<file path="src/rtl/fetch_queue.sv">
// Instruction-fetch stage: owns the fetch PC, issues requests to a
// variable-latency instruction memory over req/ack, buffers returned words
// (tagged with their PC) in a small FIFO and presents the oldest word to the
// data path.
//
// Handshakes:
//   imem_req/imem_ack : a request is live while imem_req=1; imem_addr is held
//                       stable until the cycle imem_ack=1, which completes it
//                       (ack may arrive in the same cycle req is first seen).
//   instr_valid/instr_ready : the head entry transfers on a cycle where both
//                       are 1; instruction/instr_pc are stable while valid=0.
module fetch_queue #(
  parameter int              DEPTH    = 4,
  parameter int              WIDTH    = 32,
  parameter logic [WIDTH-1:0] RESET_PC = '0
) (
  input  logic                     clk,
  input  logic                     rst,
  input  logic                     redirect,
  input  logic [WIDTH-1:0]         redirect_pc,
  output logic                     imem_req,
  output logic [WIDTH-1:0]         imem_addr,
  input  logic                     imem_ack,
  input  logic [WIDTH-1:0]         imem_rdata,
  output logic                     instr_valid,
  output logic [WIDTH-1:0]         instruction,
  output logic [WIDTH-1:0]         instr_pc,
  input  logic                     instr_ready,
  output logic [$clog2(DEPTH):0]   count
);

  localparam int PW = $clog2(DEPTH);
  localparam int CW = PW + 1;
  localparam logic [CW-1:0]    FULL     = CW'(DEPTH);
  localparam logic [WIDTH-1:0] ALIGN_M  = ~WIDTH'(3);
  localparam logic [WIDTH-1:0] RESET_AL = RESET_PC & ALIGN_M;

  // IDLE: no request; REQ: fetching at fetch_pc; DISCARD: waiting out a
  // request made stale by a redirect before fetching the latched target.
  typedef enum logic [1:0] {
    S_IDLE    = 2'd0,
    S_REQ     = 2'd1,
    S_DISCARD = 2'd2
  } state_t;

  state_t           state_q, state_d;
  logic [WIDTH-1:0] fetch_pc_q, fetch_pc_d;
  logic [WIDTH-1:0] target_q, target_d;
  logic [PW-1:0]    rd_ptr_q, rd_ptr_d;
  logic [PW-1:0]    wr_ptr_q, wr_ptr_d;
  logic [CW-1:0]    count_q, count_d;
  logic [WIDTH-1:0] data_mem_q [DEPTH];
  logic [WIDTH-1:0] data_mem_d [DEPTH];
  logic [WIDTH-1:0] pc_mem_q   [DEPTH];
  logic [WIDTH-1:0] pc_mem_d   [DEPTH];

  logic             push;
  logic             pop;
  logic [CW-1:0]    count_nxt;
  logic [WIDTH-1:0] redirect_al;

  assign redirect_al = redirect_pc & ALIGN_M;

  // Outputs come straight from registered state; the head is read combinationally.
  assign imem_req    = (state_q != S_IDLE);
  assign imem_addr   = fetch_pc_q;
  assign instr_valid = (count_q != '0);
  assign instruction = data_mem_q[rd_ptr_q];
  assign instr_pc    = pc_mem_q[rd_ptr_q];
  assign count       = count_q;

  // Next-state logic for the fetch FSM, PC, and FIFO bookkeeping.
  always_comb begin
    state_d    = state_q;
    fetch_pc_d = fetch_pc_q;
    target_d   = target_q;
    data_mem_d = data_mem_q;
    pc_mem_d   = pc_mem_q;

    // A redirect flushes the queue, so any same-cycle push or pop is moot.
    push      = (state_q == S_REQ) && imem_ack && !redirect;
    pop       = instr_valid && instr_ready && !redirect;
    count_nxt = count_q + CW'(push) - CW'(pop);

    case (state_q)
      S_IDLE: begin
        if (redirect) begin
          fetch_pc_d = redirect_al;
          state_d    = S_REQ;
        end else if (count_nxt < FULL) begin
          state_d = S_REQ;
        end
      end
      S_REQ: begin
        if (redirect) begin
          if (imem_ack) begin
            // The in-flight word returned this cycle; drop it and restart now.
            fetch_pc_d = redirect_al;
          end else begin
            // The request cannot be withdrawn; wait for its ack first.
            target_d = redirect_al;
            state_d  = S_DISCARD;
          end
        end else if (imem_ack) begin
          fetch_pc_d = fetch_pc_q + WIDTH'(4);
          state_d    = (count_nxt < FULL) ? S_REQ : S_IDLE;
        end
      end
      S_DISCARD: begin
        if (redirect) begin
          target_d = redirect_al;
        end
        if (imem_ack) begin
          fetch_pc_d = redirect ? redirect_al : target_q;
          state_d    = S_REQ;
        end
      end
      default: begin
        state_d = S_IDLE;
      end
    endcase

    if (push) begin
      data_mem_d[wr_ptr_q] = imem_rdata;
      pc_mem_d[wr_ptr_q]   = fetch_pc_q;
    end

    // On flush the write pointer snaps to the read pointer so the held head
    // output does not move until a new word arrives.
    rd_ptr_d = rd_ptr_q + PW'(pop);
    if (redirect) begin
      wr_ptr_d = rd_ptr_q;
      count_d  = '0;
    end else begin
      wr_ptr_d = wr_ptr_q + PW'(push);
      count_d  = count_nxt;
    end
  end

  // State registers with synchronous reset; ack during reset has no effect.
  always_ff @(posedge clk) begin
    if (rst) begin
      state_q    <= S_IDLE;
      fetch_pc_q <= RESET_AL;
      target_q   <= '0;
      rd_ptr_q   <= '0;
      wr_ptr_q   <= '0;
      count_q    <= '0;
      for (int i = 0; i < DEPTH; i++) begin
        data_mem_q[i] <= '0;
        pc_mem_q[i]   <= '0;
      end
    end else begin
      state_q    <= state_d;
      fetch_pc_q <= fetch_pc_d;
      target_q   <= target_d;
      rd_ptr_q   <= rd_ptr_d;
      wr_ptr_q   <= wr_ptr_d;
      count_q    <= count_d;
      data_mem_q <= data_mem_d;
      pc_mem_q   <= pc_mem_d;
    end
  end

endmodule

</file>
<file path="config.mk">
export PLATFORM = sky130hd
export DESIGN_NAME = fetch_queue
export DESIGN_NICKNAME = d
export VERILOG_FILES = /design/src/rtl/fetch_queue.sv
export SDC_FILE = /design/constraint.sdc
export NUM_CORES = 1
export LEC_CHECK = 0
export ABC_AREA = 1
export BUFFER_PORTS_ARGS = -buffer_cell sky130_fd_sc_hd__buf_2
export CORE_MARGIN = 2
export CORE_UTILIZATION = 60
export CTS_BUF_LIST = sky130_fd_sc_hd__clkbuf_2 sky130_fd_sc_hd__clkbuf_4 sky130_fd_sc_hd__clkbuf_8
export CTS_CLUSTER_DIAMETER = 80
export DETAILED_ROUTE_END_ITERATION = 16
export GPL_ROUTABILITY_DRIVEN = 0
export PLACE_DENSITY = 0.89
export SYNTH_ARGS = -nofsm -noshare
export SYNTH_HDL_FRONTEND = slang
export SYNTH_SLANG_ARGS = --single-unit
</file>
<file path="constraint.sdc">
create_clock -name clk -period 6.1 [get_ports clk]
set_input_delay 0.61 -clock clk [delete_from_list [all_inputs] [get_ports clk]]
set_output_delay 0.61 -clock clk [all_outputs]
set_load 0.03 [all_outputs]
</file>
==> results of run 1 <==
==> routing by layer <==
metal	up-vias	part of all wire [%]	global-route usage (%)
met2	890	47	53.22
met1	6999	40	40.27
met3	128	10	5.501
li1	7334	-	-
met4	2	3.1	13.64
met5	-	0.030	0
==> power groups by stage <==
stage | registers (mW) | logic (mW) | clock network [mW]
3_5_place_dp | 2.44 | 0.866 | 0
6_report | 2.40 | 0.887 | 2.05
5_1_grt | 2.41 | 0.967 | 2.18
2_1_floorplan | 2.47 | 0.562 | 0
3_3_place_gp | 2.43 | 0.842 | 0
4_1_cts | 2.39 | 0.873 | 2.08
==> cell usage after synthesis, drive strengths merged, types with 7 or more instances <==
master and number:
nor2 533, o21ai 487, dfxtp 329, a21oi 243, nand2 162, clkbuf 145, inv 79, o22ai 64
nand3 29, buf 25, a211oi 12, ha 8, xor2 7
==> metrics by stage <==
stage	power [mW]	instances	instance area [um2]
floorplan	3.032	2137	14760
global placement	3.275	2476	15480
detailed placement	3.304	2476	15480
CTS	5.343	2571	16650
global route	5.559	2571	16650
finish	5.346	2571	16650
==> cell type report <==
type,instances,share of cell area [%]
clock buffer,87,6.478
clock inverter,8,0.5561
inverter,80,1.841
multi-input combinational,1558,43.27
sequential,329,39.59
tap,324,2.435
timing repair buffer,185,5.832
==> cell families (layout without fill, tap and decap cells) <==
kind of cell | Yosys count | in the layout | synth area share (%)
and+or+nand+nor | 730 | 730 | 19.15
DFF | 329 | 329 | 44.63
buffers and inverters | 250 | 360 | 6.587
AOI/OAI and AO/OA | 811 | 811 | 28.35
xor gates and xnor gates | 8 | 8 | 0.4748
adders and majority gates | 9 | 9 | 0.8139
==> path summary, 6_finish.rpt <==
check	from	end
setup / recovery	rd_ptr_q[0]$_SDFF_PP0_	instruction[3]
hold / removal	imem_rdata[23]	data_mem_q[119]$_SDFFE_PP0P_
setup reg to reg	state_q[1]$_SDFFE_PP0P_	data_mem_q[22]$_SDFFE_PP0P_
hold reg to reg	target_q[0]$_SDFFE_PP0P_	target_q[0]$_SDFFE_PP0P_
==> sequential cells by signal, indices dropped and copies added, names as in the netlist <==
signal / count
state_q: 2
imem_addr: 32
data_mem_q: 128
wr_ptr_q: 2
count: 3
rd_ptr_q: 2
target_q: 32
pc_mem_q: 128
==> worst min-delay path, cell delays in order <==
cell	delay, ns
buf_2	0.11
nor2_1	0.04
nor2_1	0.08
==> cells in the final DEF (no fill, tap or decap), drive strengths merged, types with 7 or more instances in the layout <==
cell	count
nor2	533
o21ai	487
dfxtp	329
a21oi	243
buf	185
nand2	162
clkbuf	87
inv	78
o22ai	64
nand3	29
a211oi	12
ha	8
xor2	7
clkinv	7
==> metrics.txt, run 1 <==
Layout Area Growth over Synthesis=12.81%; DRT Pass-1 Iters=8; Ant. Diodes=0; post-synthesis sequential area ratio=44.63%; total gr overflow=0; CTS clock-pin slew for the worst setup and hold paths=0.06 ns; Max Root-Sink Buffers=3; combinational power share=16.6%; crit-path leading delay family=buffers and inverters; switch share=30.60%; CP Depth=5; Reg2Reg Depth=10; critical path's largest stage delay=0.88 ns; Post-DP HPWL=25100 um; Layout Nets=2285; final-report hold violation count=0; critical path type=reg2out; Clk pwr share=38.4%; Filler Cell Count=2019; Final setup viols=0; Sequential Power Share=45.0%; Syn. warnings=0; leakage power=7.111 nW; DIE AREA=25870 um2; net switching power=1.636 mW; VDD IR max=0.0002375 V; Slew HR=19.73%; Internal Pwr Total=3.710 mW; GRT Total Usage=31.69%; syn_nets=2215; clk_lat worst skew=0.60 ns; area leader, netlist=dfxtp_1; critical-path maximum fanout=68; outcome=finished, final reports clean; WL per Instance=16.66 um; CP startpoint kind=register; Worst EP required=5.49 ns; Max Fclk=248.8 MHz; ANT nets after route=0; setup bufs post-CTS=0; Synth Instances=2137; largest net degree at the start of global routing=162; I/O Pins=170; via/cell ratio=5.972; Cell Area, Synth=14760 um2; Setup TNS=0 ns; tightest hold margin=0.3054 ns; Final min period=4.019 ns; area of the multi-input gates=7204 um2; Clock Skews=0.03514 ns; I/O Buffers=167; fin. max-slew vios=0; Netlist cell types=29; hold path cells=3; number of synthesized register bits=329; share of cells above drive strength 1=13.26%; Avg Cell Area, Syn=6.906 um2; period utilisation layout=65.89%; first-pass GRT wire length=68120 um; Core Rows=57; Seq. cell area=6591 um2; hold crit path type=in2reg; CP Data Arrival Time=3.41 ns; Post-synth ARST share=0%; Yosys top cell area share=44.63%; Core Area=24250 um2; root buf cell=clkbuf_8; CTS resizes=0; Slew @ Worst Pin=1.202 ns; vias in the first global route=14.18k; largest cells by area after synthesis=dfxtp_1 (45%), o21ai_0 (16%), nor2_1 (13%), a21oi_1 (8.2%), nand2_1 (4.1%); top_reg_cell synth=dfxtp_1; detailed router's first-iteration violation count=1894; Final WS setup=2.081 ns; Max Cap Viol=0; Buf/Inv on CP=3; ordered cell list for the critical path=clkinv_2 > buf_4 > o21ai_0 > o22ai_1 > buf_2; CTS sink cnt=329; Post-synth EDFFs=0; Die X=160.8 um; Power Dens Cells=321.1 nW/um2; TritonCTS Buffers=53; CTS H-tree lvls=2; Routed WL=42830 um; drc violations=0; R2R setup slack=2.63 ns; pre-CTS worst setup slack=1.922 ns; final cell utilization of the core=68.66%; DIE HEIGHT=160.8 um; vias=15.35k; CTS tree=yes; unrepaired setup endpoints after global routing=false; Starting Density=60.87%; crit end category=output port; initial antenna violation count=1; Worst path slowest cell=clkinv_2; hold buffers post-CTS=0
No activity file was read; power rests on OpenSTA's default activity.
==> run 2: changes to the inputs <==
- ABC_AREA: 1 -> 0
- CORE_UTILIZATION: 60 -> 55
- PLACE_DENSITY: 0.89 -> 0.86
- clock period: 6.1 -> 3.35 ns (I/O delays scaled with it)
==> run 2 against run 1 <==
  * Total power up 79%
  * Sequential power up 82%
  * Non-clock buffer count up 49
  * Critical path depth up 7
  * Critical endpoint is now state_q[1]$_SDFFE_PP0P_
  * Critical path type is now reg2reg
  * Die area up 6.6%
  * Register-to-register slack worse by 2.2 ns
  * Design area up 1.4%
==> metrics.txt, run 2 <==
outcome=finished, final reports clean (unchanged); r2r startpoint=state_q[1]$_SDFFE_PP0P_ (unchanged); Layout Nets=1952 (was 2285); Final setup viols=0 (unchanged); WL per Instance=18.23 um (was 16.66 um); crit-path leading delay family=adder cells (was buffers and inverters); Max Root-Sink Buffers=3 (unchanged); CTS clock-pin slew for the worst setup and hold paths=0.06 ns (about the same); DIE AREA=27580 um2 (was 25870 um2); leakage power=6.059 nW (was 7.111 nW); Starting Density=55.76% (was 60.87%); Routed WL=41040 um (was 42830 um); critical path's largest stage delay=0.43 ns (was 0.88 ns); top flop regs=data_mem_q (128), pc_mem_q (128) (unchanged); final-report hold violation count=0 (unchanged); GR Layer Usage met3=5.696% (was 5.501%); Finished Layout Cells=2251 (was 2571); Netlist cell types=67 (was 29); ordered cell list for the critical path=inv_1 > ha_1 > nand3b_1 > inv_2 > nand2_1 > nand2_1 > ha_1 > fa_1 > xor3_1 > o221a_2 > mux2_2 > nor2_1 (was clkinv_2 > buf_4 > o21ai_0 > o22ai_1 > buf_2); Worst EP required=3.86 ns (was 5.49 ns); Post-synth ARST share=0% (unchanged); CTS resizes=0 (unchanged); Die X=166.1 um (was 160.8 um); Buf/Inv on CP=2 (was 3); DIE HEIGHT=166.1 um (was 160.8 um); grt met2 use=49.07% (was 53.22%); Yosys top cell area share=45.58% (was 44.63%); period utilisation layout=87.15%; most frequent cell after synthesis=nand2_1 (was nor2_1); dpl cells=2116 (was 2476); pre-CTS worst setup slack=0.4460 ns (was 1.922 ns); initial antenna violation count=0 (was 1); root buf cell=clkbuf_8 (unchanged); share of cells above drive strength 1=19.62% (was 13.26%); DRT Pass-1 Iters=6 (was 8); hold buffers post-CTS=38 (was 0); Post-synth EDFFs=0 (unchanged); most instantiated cells after synthesis=nand2_1 (604), dfxtp_1 (329), a21oi_1 (309) (was nor2_1 (530), o21ai_0 (470), dfxtp_1 (329)); Post-DP HPWL=24470 um (was 25100 um); VDD IR max=0.0004578 V (was 0.0002375 V); Clock Skews=0.02320 ns (was 0.03514 ns); critical-path maximum fanout=6 (was 68); Synth Instances=1744 (was 2137); syn_nets=1822 (was 2215); Final min period=2.920 ns; most frequent cells in the layout=nand2_1 (602), dfxtp_1 (327), a21oi_1 (308) (was nor2_1 (530), o21ai_0 (469), dfxtp_1 (327)); hold crit path type=in2reg (unchanged); Slew HR=20.50% (was 19.73%); Core Rows=59 (was 57); Worst path slowest cell=xor3_1 (was clkinv_2); vias=13.49k (was 15.35k); fin. max-slew vios=0 (unchanged); Filler Cell Count=2023 (was 2019); first-pass GRT wire length=66300 um (was 68120 um); Max Cap Viol=0 (unchanged); TritonCTS Buffers=53 (unchanged); Final WS setup=0.4304 ns (was 2.081 ns); commonest non-fill, non-tap cell in the layout=nand2_1 (was nor2_1); top_reg_cell synth=dfxtp_1 (unchanged); CTS sink cnt=329 (unchanged); post-synthesis sequential area ratio=45.58% (was 44.63%); Hold Startpoint=redirect_pc[31] (was imem_rdata[23]); I/O Pins=170 (unchanged); most crowded layer after global routing=met2 (unchanged); CP startpoint kind=register (unchanged); detailed router's first-iteration violation count=1791 (was 1894); Pwr Total=9.577 mW (was 5.346 mW); crit end category=register (was output port); Ant. Diodes=0 (unchanged); Core Area=25910 um2 (was 24250 um2); critical path type=reg2reg (was reg2out); met1 Use GR=36.70% (was 40.27%); Worst setup startpoint=state_q[1]$_SDFFE_PP0P_ (was rd_ptr_q[0]$_SDFF_PP0_); number of synthesized register bits=329 (unchanged); total gr overflow=0 (unchanged); final cell utilization of the core=65.16% (was 68.66%); GRT Total Usage=28.94% (was 31.69%); via/cell ratio=5.995 (was 5.972); Power Dens Cells=567.2 nW/um2 (was 321.1 nW/um2); CTS H-tree lvls=2 (unchanged); drc violations=0 (unchanged); CP Data Arrival Time=3.43 ns (was 3.41 ns); largest net degree at the start of global routing=134 (was 162); Max Fclk=342.5 MHz; ANT nets after route=0 (unchanged); Avg Cell Area, Syn=8.285 um2 (was 6.906 um2); Layout Area Growth over Synthesis=16.86% (was 12.81%); vias in the first global route=13.41k (was 14.18k); Setup TNS=0 ns (unchanged); Syn. warnings=0 (unchanged); clk_lat worst skew=0.60 ns (about the same); I/O Buffers=167 (unchanged); CTS tree=yes (unchanged); unrepaired setup endpoints after global routing=false (unchanged); Cell Area, Synth=14450 um2 (was 14760 um2); largest cells by area after synthesis=dfxtp_1 (46%), nand2_1 (16%), a21oi_1 (11%), mux4_2 (10%), clkbuf_1 (2.2%) (was dfxtp_1 (45%), o21ai_0 (16%), nor2_1 (13%), a21oi_1 (8.2%), nand2_1 (4.1%)); setup bufs post-CTS=0 (unchanged); Slew @ Worst Pin=1.190 ns (was 1.202 ns); area leader, netlist=dfxtp_1 (unchanged)
-- run 2: cell count changes after synthesis, sizes merged, moves of 10 or more --
| cell | delta |
|---|---|
| nor2 | -495 |
| nor4 | +14 |
| buf | +50 |
| nand3 | -17 |
| nand2 | +442 |
| o22ai | -61 |
| clkbuf | -61 |
| mux4 | +64 |
| o21ai | -448 |
| a31oi | +10 |
| a21oi | +66 |
| and3 | +10 |
| inv | -65 |
| nor3 | +11 |
-- run 2: area by class of cell --
type / count / area [um2] / share of cell area (%)
clock buffer: 80 / 1007 / 5.965
clock inverter: 17 / 150.1 / 0.8892
inverter: 14 / 52.55 / 0.3112
multi-input combinational: 1242 / 7131 / 42.23
sequential: 329 / 6594 / 39.05
tap: 335 / 419.2 / 2.482
timing repair buffer: 234 / 1531 / 9.070
-- run 2: routing by layer --
layer	routed length [um]	vias up	part of all wire, %
met4	1230	0	3.0
met2	19940	757	49
met1	15670	6403	38
li1	-	6229	-
met5	0	-	0
met3	4201	105	10
-- run 2: cell families after synthesis --
logic type | count (synthesis) | share of synthesized area, %
multiplexers | 71 | 10.47
buffers and inverters | 173 | 5.265
AO/OA/AOI/OAI | 414 | 15.83
AND/OR/NAND/NOR | 738 | 21.31
adder cells (fa/ha/maj) | 9 | 0.8313
XOR/XNOR | 10 | 0.7100
flip-flops | 329 | 45.58
-- run 2: path summary, 6_finish.rpt --
path | endpoint | slack [ns] | depth (start not counted)
worst max-delay path | state_q[1]$_SDFFE_PP0P_ | 0.43 | 12
worst min register to register | pc_mem_q[54]$_SDFFE_PP0P_ | 0.45 | 2
worst min-delay path | target_q[31]$_SDFFE_PP0P_ | 0.01 | 3
worst max register to register | state_q[1]$_SDFFE_PP0P_ | 0.43 | 12
-- run 2: power breakdown --
| group | leakage [nW] | internal, mW | total, mW | switching (mW) |
|---|---|---|---|---|
| Combinational | 2.78 | 0.503 | 1.51 | 1.01 |
| Sequential | 2.66 | 4.07 | 4.36 | 0.293 |
| Clock | 0.616 | 2.09 | 3.70 | 1.61 |
-- run 2: through the flow --
| step | hold slack, ns | cell area, um2 |
|---|---|---|
| after floorplan | 0.4331 | 14450 |
| after global placement | 0.4383 | 15350 |
| after detailed placement | 0.4456 | 15350 |
| after CTS | 0.0001488 | 16880 |
| after global routing | 0.01408 | 16880 |
| final | 0.01422 | 16880 |
-- run 2: tightest hold or removal path, stage by stage --
cell,delay [ns]
buf_2,0.11
nand2_1,0.05
a21oi_1,0.05
==> run 3: changes to the inputs <==
- CORE_UTILIZATION: 55 -> 35
- PLACE_DENSITY: 0.86 -> 0.61
==> run 3 against run 2 <==
  * Global-route usage shrank 8.1 points
  * Die area up 56%
  * Flip-flop and latch count unchanged
  * First-iteration DRC count down 40%
  * Utilization decreased by 22 points
  * Largest power group unchanged
  * Non-clock buffer count grew 32
  * Sequential share of layout area shrank 1.5 points
  * Combinational power rose by 3%
  * Sequential power about the same
  * Fmax up 3.3%
  * Count of clock-buffer cells in the layout rose by 11
  * Hold slack improved by 0.036 ns
  * Highest routed layer unchanged
==> metrics.txt, run 3 (synthesized netlist as in run 2, its figures left out) <==
Setup TNS=0 ns (unchanged); Core Rows=74 (was 59); most frequent cells in the layout=nand2_1 (602), dfxtp_1 (327), a21oi_1 (308) (unchanged); crit end category=register (unchanged); DIE AREA=42920 um2 (was 27580 um2); DIE HEIGHT=207.2 um (was 166.1 um); detailed router's first-iteration violation count=1082 (was 1791); Starting Density=35.39% (was 55.76%); Core Area=40830 um2 (was 25910 um2); Worst EP required=3.93 ns (was 3.86 ns); I/O Buffers=167 (unchanged); top flop regs=data_mem_q (128), pc_mem_q (128) (unchanged); Clock Skews=0.01665 ns (was 0.02320 ns); commonest non-fill, non-tap cell in the layout=nand2_1 (unchanged); critical path's largest stage delay=0.44 ns (was 0.43 ns); vias in the first global route=12.98k (was 13.41k); CP startpoint kind=register (unchanged); critical-path maximum fanout=5 (was 6); I/O Pins=170 (unchanged); GRT Total Usage=20.80% (was 28.94%); via/cell ratio=5.283 (was 5.995); Power Dens Cells=568.3 nW/um2 (was 567.2 nW/um2); CTS tree=yes (unchanged); Routed WL=45770 um (was 41040 um); VDD IR max=0.0005586 V (was 0.0004578 V); critical path type=reg2reg (unchanged); Slew @ Worst Pin=1.112 ns (was 1.190 ns); Max Cap Viol=0 (unchanged); R2R setup slack=0.52 ns (was 0.43 ns); CTS H-tree lvls=2 (unchanged); root buf cell=clkbuf_8 (unchanged); drc violations=0 (unchanged); DRT Pass-1 Iters=6 (unchanged); Slew HR=25.84% (was 20.50%); outcome=finished, final reports clean (unchanged); Worst path slowest cell=xor3_1 (unchanged); total gr overflow=0 (unchanged); clk_lat worst skew=0.64 ns (was 0.60 ns); setup bufs post-CTS=0 (unchanged); WL per Instance=18.38 um (was 18.23 um); hold crit path type=in2reg (unchanged); CTS sink cnt=329 (unchanged); final cell utilization of the core=43.02% (was 65.16%); Final min period=2.828 ns (was 2.920 ns); CTS clock-pin slew for the worst setup and hold paths=0.06 ns (about the same); CP Data Arrival Time=3.40 ns (was 3.43 ns); Max Root-Sink Buffers=3 (unchanged); period utilisation layout=84.41% (was 87.15%); Max Fclk=353.7 MHz (was 342.5 MHz); Seq. cell area=6594 um2 (unchanged); area of the multi-input gates=7127 um2 (was 7131 um2); share of cells above drive strength 1=20.25% (was 19.62%); Filler Cell Count=4062 (was 2023); Post-DP HPWL=27470 um (was 24470 um); ordered cell list for the critical path=inv_1 > ha_1 > nand3b_1 > buf_4 > nand2_1 > nand2_1 > ha_1 > fa_1 > xor3_1 > o221a_2 > mux2_2 > nor2_1 (was inv_1 > ha_1 > nand3b_1 > inv_2 > nand2_1 > nand2_1 > ha_1 > fa_1 > xor3_1 > o221a_2 > mux2_2 > nor2_1); Layout Area Growth over Synthesis=21.56% (was 16.86%); final-report hold violation count=0 (unchanged); first-pass GRT wire length=72040 um (was 66300 um); vias=13.15k (was 13.49k); TritonCTS Buffers=57 (was 53); leakage power=6.257 nW (was 6.059 nW); fin. max-slew vios=0 (unchanged); unrepaired setup endpoints after global routing=false (unchanged); Die X=207.2 um (was 166.1 um); Final setup viols=0 (unchanged); largest net degree at the start of global routing=171 (was 134); ANT nets after route=0 (unchanged); initial antenna violation count=2 (was 0); Layout Nets=1988 (was 1952)
run 3: cell types whose count changed in the layout (fill, tap and decap cells not counted):
| cell | before | now |
|---|---|---|
| buf_4 | 22 | 30 |
| clkinvlp_4 | 1 | 4 |
| or3_4 | 3 | 2 |
| diode_2 | 0 | 2 |
| inv_12 | 1 | 0 |
| clkbuf_8 | 65 | 75 |
| clkinv_1 | 4 | 0 |
| clkinv_2 | 8 | 7 |
| dlygate4sd3_1 | 38 | 62 |
| clkbuf_4 | 15 | 16 |
| or3_2 | 0 | 1 |
run 3: cell type report:
class	count	share of cell area, %
diodes	2	0.02849
multi-input cells	1242	40.58
inverters	14	0.2992
clock buffers	91	6.561
clock inverters	14	0.7765
well taps	532	3.790
flip-flops and latches	329	37.54
repair buffers	266	10.43
run 3: worst paths after layout:
| kind | cells past startpoint | start | endpoint |
|---|---|---|---|
| worst max-delay path | 12 | state_q[1]$_SDFFE_PP0P_ | state_q[1]$_SDFFE_PP0P_ |
| worst min register to register | 2 | data_mem_q[71]$_SDFFE_PP0P_ | data_mem_q[71]$_SDFFE_PP0P_ |
| worst max register to register | 12 | state_q[1]$_SDFFE_PP0P_ | state_q[1]$_SDFFE_PP0P_ |
| worst min-delay path | 2 | rst | state_q[1]$_SDFFE_PP0P_ |
run 3: stage by stage:
step                std cells  total power [mW]  setup slack (ns)  instance area (um2)  hold WS, ns
CTS                      2488             10.07            0.4647                17560     0.008032
global placement         2321             5.910            0.5907                15650       0.4384
global route             2490             10.40            0.3231                17560      0.04469
finish                   2490             9.981            0.5224                17560      0.05001
detailed placement       2321             5.930            0.4789                15650       0.4437
floorplan                1744             5.387            0.5921                14450       0.4331
run 3: where the power goes:
| group | switching, mW | total, mW | internal, mW |
|---|---|---|---|
| registers | 0.299 | 4.37 | 4.07 |
| clock network | 1.71 | 4.05 | 2.34 |
| logic | 1.03 | 1.56 | 0.528 |
| total | 3.04 | 9.98 | 6.94 |
run 3: metal layers:
metal	wire length, um	GRT usage, %	vias up
li1	-	-	6312
met1	19120	26.34	6321
met2	22320	35.53	461
met3	3367	4.442	60
met4	963	6.207	0
met5	0	0	-
run 3: timing repair:
action | CTS | global route
endpoints found under the hold margin | 165 | 0
gates resized for setup | 0 | 0
hold buffers | 62 | 0
run 3: worst max-delay path: cells and delay by family, from the launching register on:
family                     cells  cell delay, ns
adders and majority gates      3            0.74
xor gates and xnor gates       1            0.44
and+or+nand+nor                4            0.37
DFF                            1            0.34
muxes                          1            0.33
buffers and inverters          2            0.31
AOI/OAI and AO/OA              1            0.23
